File: src/rtl/seq_adder.sv
// seq_adder: iterative adder/subtractor that consumes CHUNK bits per clock,
// carrying between cycles, behind a start/busy/done handshake.
// Computes a + (b ^ {WIDTH{subEn}}) + subEn with the carry out of the MSB.
// Optional feature macro: SEQ_ADDER_FLAGS_EN adds registered ovf/zero flags.
module seq_adder #(
    parameter int WIDTH = 32,
    parameter int CHUNK = 8
) (
    input  logic             clk,
    input  logic             rst,
    input  logic             start,
    input  logic [WIDTH-1:0] a,
    input  logic [WIDTH-1:0] b,
    input  logic             subEn,
    output logic             busy,
    output logic             done,
    output logic [WIDTH-1:0] result,
    output logic             cout
`ifdef SEQ_ADDER_FLAGS_EN
    ,
    output logic             ovf,
    output logic             zero
`endif
);

    localparam int N     = WIDTH / CHUNK;
    localparam int CNT_W = (N > 1) ? $clog2(N) : 1;
    localparam logic [CNT_W-1:0] CNT_LAST = CNT_W'(N - 1);

    typedef enum logic [1:0] {
        S_IDLE = 2'd0,
        S_RUN  = 2'd1,
        S_DONE = 2'd2
    } state_t;

    state_t state_q, state_d;

    logic             busy_q, busy_d;
    logic             done_q, done_d;
    logic [WIDTH-1:0] opa_q, opa_d;
    logic [WIDTH-1:0] opb_q, opb_d;
    logic             carry_q, carry_d;
    logic [CNT_W-1:0] cnt_q, cnt_d;
    logic [WIDTH-1:0] result_q, result_d;
    logic             cout_q, cout_d;

    logic [CHUNK:0]         chunk_sum_s;
    logic [WIDTH+CHUNK-1:0] shift_s;
    logic [WIDTH-1:0]       result_next_s;
    logic                   accept_s;
    logic                   last_s;

`ifdef SEQ_ADDER_FLAGS_EN
    logic a_sign_q, a_sign_d;
    logic b_sign_q, b_sign_d;
    logic ovf_q, ovf_d;
    logic zero_q, zero_d;
`endif

    // Chunk adder and handshake qualifiers shared by FSM and datapath.
    always_comb begin
        chunk_sum_s   = {1'b0, opa_q[CHUNK-1:0]} + {1'b0, opb_q[CHUNK-1:0]}
                      + {{CHUNK{1'b0}}, carry_q};
        // New sum chunk enters at the MSB end while the result moves right.
        shift_s       = {chunk_sum_s[CHUNK-1:0], result_q};
        result_next_s = shift_s[WIDTH+CHUNK-1:CHUNK];
        last_s        = (cnt_q == CNT_LAST);
        if ((state_q == S_IDLE) || (state_q == S_DONE)) begin
            accept_s = start;
        end else begin
            accept_s = 1'b0;
        end
    end

    // State register, handshake outputs and datapath registers.
    always_ff @(posedge clk) begin
        if (rst) begin
            state_q  <= S_IDLE;
            busy_q   <= 1'b0;
            done_q   <= 1'b0;
            opa_q    <= '0;
            opb_q    <= '0;
            carry_q  <= 1'b0;
            cnt_q    <= '0;
            result_q <= '0;
            cout_q   <= 1'b0;
`ifdef SEQ_ADDER_FLAGS_EN
            a_sign_q <= 1'b0;
            b_sign_q <= 1'b0;
            ovf_q    <= 1'b0;
            zero_q   <= 1'b0;
`endif
        end else begin
            state_q  <= state_d;
            busy_q   <= busy_d;
            done_q   <= done_d;
            opa_q    <= opa_d;
            opb_q    <= opb_d;
            carry_q  <= carry_d;
            cnt_q    <= cnt_d;
            result_q <= result_d;
            cout_q   <= cout_d;
`ifdef SEQ_ADDER_FLAGS_EN
            a_sign_q <= a_sign_d;
            b_sign_q <= b_sign_d;
            ovf_q    <= ovf_d;
            zero_q   <= zero_d;
`endif
        end
    end

    // Next-state logic: DONE accepts a new start just like IDLE.
    always_comb begin
        state_d = state_q;
        case (state_q)
            S_IDLE: begin
                if (accept_s) begin
                    state_d = S_RUN;
                end else begin
                    state_d = S_IDLE;
                end
            end
            S_RUN: begin
                if (last_s) begin
                    state_d = S_DONE;
                end else begin
                    state_d = S_RUN;
                end
            end
            S_DONE: begin
                if (accept_s) begin
                    state_d = S_RUN;
                end else begin
                    state_d = S_IDLE;
                end
            end
            default: begin
                state_d = S_IDLE;
            end
        endcase
    end

    // Handshake outputs are decoded from the next state so they register cleanly.
    always_comb begin
        busy_d = 1'b0;
        done_d = 1'b0;
        case (state_d)
            S_IDLE: begin
                busy_d = 1'b0;
                done_d = 1'b0;
            end
            S_RUN: begin
                busy_d = 1'b1;
                done_d = 1'b0;
            end
            S_DONE: begin
                busy_d = 1'b0;
                done_d = 1'b1;
            end
            default: begin
                busy_d = 1'b0;
                done_d = 1'b0;
            end
        endcase
    end

    // Datapath: operand capture on accept, chunk-serial add while running.
    always_comb begin
        opa_d    = opa_q;
        opb_d    = opb_q;
        carry_d  = carry_q;
        cnt_d    = cnt_q;
        result_d = result_q;
        cout_d   = cout_q;
`ifdef SEQ_ADDER_FLAGS_EN
        a_sign_d = a_sign_q;
        b_sign_d = b_sign_q;
        ovf_d    = ovf_q;
        zero_d   = zero_q;
`endif
        case (state_q)
            S_IDLE, S_DONE: begin
                if (accept_s) begin
                    opa_d    = a;
                    opb_d    = b ^ {WIDTH{subEn}};
                    carry_d  = subEn;
                    cnt_d    = '0;
`ifdef SEQ_ADDER_FLAGS_EN
                    a_sign_d = a[WIDTH-1];
                    b_sign_d = b[WIDTH-1] ^ subEn;
`endif
                end else begin
                    cnt_d = cnt_q;
                end
            end
            S_RUN: begin
                opa_d    = opa_q >> CHUNK;
                opb_d    = opb_q >> CHUNK;
                carry_d  = chunk_sum_s[CHUNK];
                cnt_d    = cnt_q + CNT_W'(1);
                result_d = result_next_s;
                if (last_s) begin
                    cout_d = chunk_sum_s[CHUNK];
`ifdef SEQ_ADDER_FLAGS_EN
                    ovf_d  = (a_sign_q == b_sign_q) && (result_next_s[WIDTH-1] != a_sign_q);
                    zero_d = (result_next_s == {WIDTH{1'b0}});
`endif
                end else begin
                    cout_d = cout_q;
                end
            end
            default: begin
                cnt_d = '0;
            end
        endcase
    end

    assign busy   = busy_q;
    assign done   = done_q;
    assign result = result_q;
    assign cout   = cout_q;
`ifdef SEQ_ADDER_FLAGS_EN
    assign ovf    = ovf_q;
    assign zero   = zero_q;
`endif

endmodule

File: config.mk
export PLATFORM = sky130hd
export DESIGN_NAME = seq_adder
export DESIGN_NICKNAME = d
export VERILOG_FILES = /design/src/rtl/seq_adder.sv
export SDC_FILE = /design/constraint.sdc
export NUM_CORES = 1
export LEC_CHECK = 0
export CAP_MARGIN = 20
export CORE_ASPECT_RATIO = 0.5
export CORE_MARGIN = 8
export CORE_UTILIZATION = 54
export DETAILED_ROUTE_END_ITERATION = 8
export PLACE_DENSITY = 0.93
export SLEW_MARGIN = 10
export SYNTH_ARGS = -nofsm -noshare
export SYNTH_HDL_FRONTEND = slang
export SYNTH_SLANG_ARGS = --single-unit
File: constraint.sdc
create_clock -name clk -period 5.9 [get_ports clk]
set_input_delay 1.77 -clock clk [delete_from_list [all_inputs] [get_ports clk]]
set_output_delay 1.77 -clock clk [all_outputs]
set_load 0.05 [all_outputs]
==> results.json, run 1 <==
{
  "timing.reg2reg.worst_path_depth": 5,
  "synth_warnings": 0,
  "sum_of_routed_wire_segments_on_met1_mm": 4.79,
  "initialDrtViolationCount": 288,
  "regToRegEndpoint": "carry_q",
  "synth_top_family_by_area": "compound AO/OA/AOI/OAI gates",
  "total_power_mw": 1.70,
  "cpPeakStageDelay_ps": 490,
  "post_cts.resized_instances": 0,
  "wire_length_per_cell_microns": 15.6,
  "setup_total_negative_slack_ps": 0,
  "layout_fillers": 604,
  "clk_pin_slew_worst_paths_ps": 60,
  "top_sig_layer": "met4",
  "dp_hpwl_mm": 7.35,
  "timing.final.crit_share_pct": 59.5,
  "min_to": "result[3]",
  "worstPathCellList": "clkdlybuf4s50_1 > nor2b_4 > nor2_4 > buf_4 > a221oi_1 > a311oi_1",
  "ys_seq_area_share_pct": 46.6,
  "power_density_relative_to_cell_area_nw_per_um2": 295,
  "ys_types": 42,
  "final.setup_skew_ps": 7.83,
  "worst_slew_margin_rel_pct": 31.3,
  "synth.avg_cell_area_sq_um": 8.71,
  "boundaryPins": 103,
  "total_length_of_routed_met3_wires_microns": 786,
  "status": "completed",
  "critical_path.n_buffers_inverters": 2,
  "die_h_microns": 80.3,
  "unrepaired_setup_endpoints_after_global_routing": "false",
  "report.final.hold_viol_count": 0,
  "maximum_number_of_pins_on_one_net_before_global_route_repair": 105,
  "initial_antenna_violation_count": 0,
  "fmax_mhz": 285,
  "post_synth_fa_ha_maj_area_fraction_pct": 3.14,
  "timing.reg2reg.setup_slack_ps": 3360,
  "routed_wirelength_mm": 11.0,
  "critical_path.reg2reg.startpoint": "state_q[0]",
  "slowest_stage": "buf_4",
  "min_from": "result[3]",
  "core_area_sq_um": 8030,
  "number_of_storage_elements_in_the_synthesis_netlist": 104,
  "hp-class": "flip-flop to flip-flop",
  "critical_path.max_fanout": 45,
  "gp_routability_congestion": 0.775,
  "route.detailed.drc": 0,
  "worst-endpoint-required_ps": 6140,
  "avgViaCountPerCell": 5.58,
  "cts_num_sinks": 104,
  "syn2layout_area_growth_pct": 29.1,
  "dpl_cell_area_sq_um": 5420,
  "clock_tree.root_cell": "clkbuf_16",
  "finalSetupViolations": 0,
  "multi_input_comb_area_sq_um": 2150,
  "synth_fp_nets": 591,
  "number_of_global_route_vias_before_repair": 3671,
  "grt_first_pass_wirelength_mm": 17.9,
  "cts-htree-levels": 3,
  "grt_usage_pct": 19.2,
  "drtAntennaViolNets": 0,
  "worst_ir_drop_vdd_v": 0.000159,
  "post-route-min-period_ps": 3510,
  "worst-endpoint-arrival_ps": 3760,
  "met2_length_mm": 5.22,
  "synth_compound_gate_area_share_pct": 23.5,
  "synthMuxAreaShare_pct": 0,
  "vias": 3931,
  "synthSimpleGateAreaFrac_pct": 14.5,
  "cts_setup_buffers": 0,
  "cp_top_family": "buffers and inverters",
  "cts.path.max_buffers": 2,
  "postSynthCellCount": 513,
  "finalInstanceArea_sq_um": 5770,
  "num_antenna_cells": 0,
  "report.final.slew_viol_count": 0,
  "clk-insertion-delay-late_ps": 350,
  "nets": 665,
  "power.leakage_nw": 2.10,
  "critical_path_class": "input pin to flip-flop",
  "holdPathStages": 2,
  "worstSetupStartpointType": "input pin",
  "initial_utilization_pct": 55.7,
  "crit_path_start": "start",
  "port-buffer-count": 102,
  "numCtsBuffers": 9,
  "drt-pass1-iter-count": 5,
  "cts_tree": "built",
  "critical_path.endpoint_type": "flip-flop",
  "post_synth_xor_area_fraction_pct": 6.86,
  "die-width_microns": 145,
  "hold_buffers": 0,
  "total_of_max_cap_violations": 0,
  "grt.overflow.total": 0,
  "layout.area.seq_sq_um": 2080,
  "syn-cell-area_sq_um": 4470,
  "placement_rows": 23,
  "drive_gt1_share_pct": 4.73,
  "max_slew.worst_pin.slew_ps": 1030,
  "dieArea_sq_um": 11600
}
-- layout by cell type (no fill, tap or decap), types with 3 or more instances in the layout --
cell type	n
nand3_1	4
a22oi_1	64
nor2_1	30
buf_4	4
inv_1	3
a21oi_1	79
xor2_1	33
nand2_1	104
clkbuf_16	9
bufinv_16	3
ha_1	8
clkdlybuf4s50_1	100
o211ai_1	4
dfxtp_1	104
-- cell usage after synthesis (all sizes together) --
library cell	instances	area share [%]
a211oi	1	0.17
xnor2	2	0.39
a21boi	2	0.34
a221oi	2	0.53
o21a	2	0.34
a21o	3	0.53
and3	1	0.14
a31oi	2	0.28
or2	1	0.14
nor4b	2	0.39
nand3	4	0.45
a311oi	1	0.20
o221a	1	0.25
buf	31	4.3
and3b	1	0.20
dfxtp	104	47
and2b	1	0.22
o32a	1	0.22
o211ai	4	0.67
ha	8	2.2
clkbuf	11	0.92
nand4b	2	0.39
nor3	2	0.22
nand2b	2	0.34
nor2	31	2.8
o31ai	1	0.17
xor2	33	6.5
and2	2	0.28
a22oi	64	11
nor2b	1	0.20
o21ai	2	0.22
inv	3	0.25
a21oi	79	8.8
nand2	104	8.7
fa	2	0.90
-- tightest hold or removal path: cells and delay by family (launching register included) --
family           cells  cell delay, ps
flip-flops           1             310
AND/OR/NAND/NOR      1              50
AO/OA/AOI/OAI        1              50
-- where the power goes --
group,internal [mW],switching [mW],leakage [nW],total (mW)
Sequential,0.742,0.0283,0.849,0.770
Clock,0.428,0.253,0.173,0.681
Combinational,0.108,0.142,1.08,0.250
-- cell type report --
| class | count | area share (%) |
|---|---|---|
| tap | 112 | 2.43 |
| clock buffer | 10 | 4.14 |
| multi-input combinational | 364 | 37.3 |
| clock inverter | 6 | 1.95 |
| inverter | 3 | 0.195 |
| sequential | 104 | 36.1 |
| timing repair buffer | 105 | 18.0 |
-- layer usage --
layer,track usage [%],vias up
li1,-,1939
met2,32.0,142
met4,5.46,0
met1,23.8,1833
met5,0,-
met3,5.68,17
-- through the flow --
step / hold WS (ps) / utilization [%] / std cells / setup WS, ps
3_3_place_gp: 440 / 67.5 / 688 / 2130
5_1_grt: 477 / 71.9 / 704 / 2320
2_1_floorplan: 436 / - / 513 / 3270
3_5_place_dp: 448 / 67.5 / 688 / 2100
4_1_cts: 457 / 71.9 / 704 / 2440
6_report: 453 / 71.9 / 704 / 2390
-- sequential cells by signal, summed over array words and instances, names as in the netlist --
register / cells
busy: 1
carry_q: 1
cnt_q: 2
cout: 1
done: 1
opa_q: 32
opb_q: 32
result: 32
state_q: 2
-- logic make-up (layout without fill, tap and decap cells) --
kind of cell / Yosys count / after routing
buf+inv: 45 / 124
flops: 104 / 104
xor+xnor: 35 / 35
fa+ha+maj: 10 / 10
simple gates: 154 / 154
compound gates: 165 / 165
-- how the worst max path moves through the flow --
stage,end,slack [ps],cells after the start
after detailed placement,carry_q,2100,6
after CTS,carry_q,2440,6
final,carry_q,2390,6
after global routing,carry_q,2320,6
after global placement,carry_q,2130,6
after floorplan,opa_q[15],3270,5
Power figures use the tool's default switching activity.
==> inputs of run 2 (changes only) <==
- CORE_UTILIZATION: 54 -> 45
- PLACE_DENSITY: 0.93 -> 0.84
- clock period: 5.9 -> 3.2 ns (I/O delays scaled with it)
==> run 2 against run 1 <==
  * Count of clock-buffer cells in the layout up 1
  * Routed wire length up 2.0%
  * Combinational power up 89%
  * Non-clock buffer count up 5
  * Worst hold slack better by 3.8 ps
  * Core utilization down 11 points
  * Global-route usage down 2.7 points
  * Die area up 17%
  * Sequential share of layout area down 0.46 points
  * Design area up 1.3%
==> results.json, run 2 (synthesized netlist as in run 1, its figures left out) <==
{
  "die_h_microns": 86.5,
  "vias": 3902,
  "critical_path.max_fanout": 3,
  "avgViaCountPerCell": 5.33,
  "boundaryPins": 103,
  "post_cts.resized_instances": 0,
  "worst_slew_margin_rel_pct": 42.7,
  "worst_ir_drop_vdd_v": 0.000303,
  "final_cells": 732,
  "cp_top_family": "buffers and inverters",
  "worstSetupStartpointType": "flip-flop",
  "numCtsBuffers": 9,
  "cts-htree-levels": 3,
  "cts.path.max_buffers": 2,
  "unrepaired_setup_endpoints_after_global_routing": "false",
  "placement_rows": 25,
  "hold_buffers": 0,
  "drive_gt1_share_pct": 5.36,
  "cpPeakStageDelay_ps": 830,
  "initialDrtViolationCount": 298,
  "worstPathCellList": "clkdlybuf4s50_1",
  "report.final.hold_viol_count": 0,
  "cts_tree": "built",
  "grt_first_pass_wirelength_mm": 18.2,
  "critical_path.endpoint_type": "output port",
  "fmax_mhz": 398,
  "setup_total_negative_slack_ps": 0,
  "core_area_sq_um": 9540,
  "die-width_microns": 157,
  "timing.final.crit_share_pct": 78.5,
  "slowest_stage": "clkdlybuf4s50_1",
  "grt_usage_pct": 16.5,
  "critical_path_class": "flip-flop to output port",
  "finalSetupViolations": 0,
  "post-route-min-period_ps": 2510,
  "final.setup_skew_ps": 5.91,
  "initial_antenna_violation_count": 0,
  "layout.cells.most_common_list": "nand2_1, dfxtp_1, clkdlybuf4s50_1",
  "layout_fillers": 831,
  "grt.overflow.total": 0,
  "drtAntennaViolNets": 0,
  "wire_length_per_cell_microns": 15.3,
  "cts_setup_buffers": 0,
  "num_antenna_cells": 0,
  "critical_path.n_buffers_inverters": 1,
  "worst-endpoint-arrival_ps": 1550,
  "clock_tree.root_cell": "clkbuf_16",
  "port-buffer-count": 102,
  "syn2layout_area_growth_pct": 30.8,
  "gp_routability_congestion": 0.816,
  "nets": 670,
  "clk-insertion-delay-late_ps": 350,
  "routed_wirelength_mm": 11.2,
  "maximum_number_of_pins_on_one_net_before_global_route_repair": 45,
  "initial_utilization_pct": 46.8,
  "hp-class": "flip-flop to flip-flop",
  "number_of_global_route_vias_before_repair": 3648,
  "dp_hpwl_mm": 7.91,
  "status": "completed",
  "dieArea_sq_um": 13600,
  "worst-endpoint-required_ps": 2240,
  "drt-pass1-iter-count": 5,
  "total_of_max_cap_violations": 0,
  "cts_num_sinks": 104,
  "route.detailed.drc": 0,
  "power_density_relative_to_cell_area_nw_per_um2": 537,
  "max_slew.worst_pin.slew_ps": 859,
  "clk_pin_slew_worst_paths_ps": 70,
  "power.leakage_nw": 2.13,
  "report.final.slew_viol_count": 0,
  "post-place-cells": 716
}
==> run 2: cell count changes in the layout (fill, tap and decap cells not counted), sizes merged <==
cell / delta
buf: +5
clkbuf: +1
clkinv: +1
inv: -2
==> run 2: worst paths after layout <==
| path | cells after the start | from | slack, ps | endpoint |
|---|---|---|---|---|
| worst max-delay path | 1 | result[29] | 690 | result[29] |
| worst min-delay path | 2 | result[4] | 460 | result[4] |
| worst max register to register | 6 | opa_q[0] | 1000 | cout |
| worst min register to register | 2 | result[4] | 460 | result[4] |
==> run 2: metrics by stage <==
stage	utilization [%]	hold slack [ps]	cell area (sq um)	setup WS [ps]	total power [mW]
finish	61.3	457	5840	687	3.14
global route	61.3	479	5840	631	3.28
CTS	61.3	459	5840	660	3.16
detailed placement	57.6	449	5500	555	1.92
global placement	57.6	440	5500	611	1.90
floorplan	-	436	4470	1200	1.75
==> run 2: power by group <==
part           internal, mW  leakage (nW)  switching, mW
Sequential             1.37         0.849         0.0509
Combinational         0.208          1.11          0.266
Clock                 0.786         0.170          0.463
==> run 2: metal layers <==
| layer | global-route usage [%] | vias to the layer above | part of all wire (%) |
|---|---|---|---|
| met4 | 5.63 | 0 | 1.7 |
| li1 | - | 1943 | - |
| met2 | 26.6 | 113 | 47 |
| met1 | 20.9 | 1829 | 45 |
| met3 | 4.62 | 17 | 6.5 |
| met5 | 0 | - | 0 |
==> run 2: cell type report <==
class	count	area, sq um	share of cell area, %
multi-input combinational	364	2150	36.8
sequential	104	2080	35.6
timing repair buffer	110	1090	18.6
clock buffer	11	243	4.15
tap	135	169	2.89
clock inverter	5	104	1.78
inverter	3	11.3	0.193
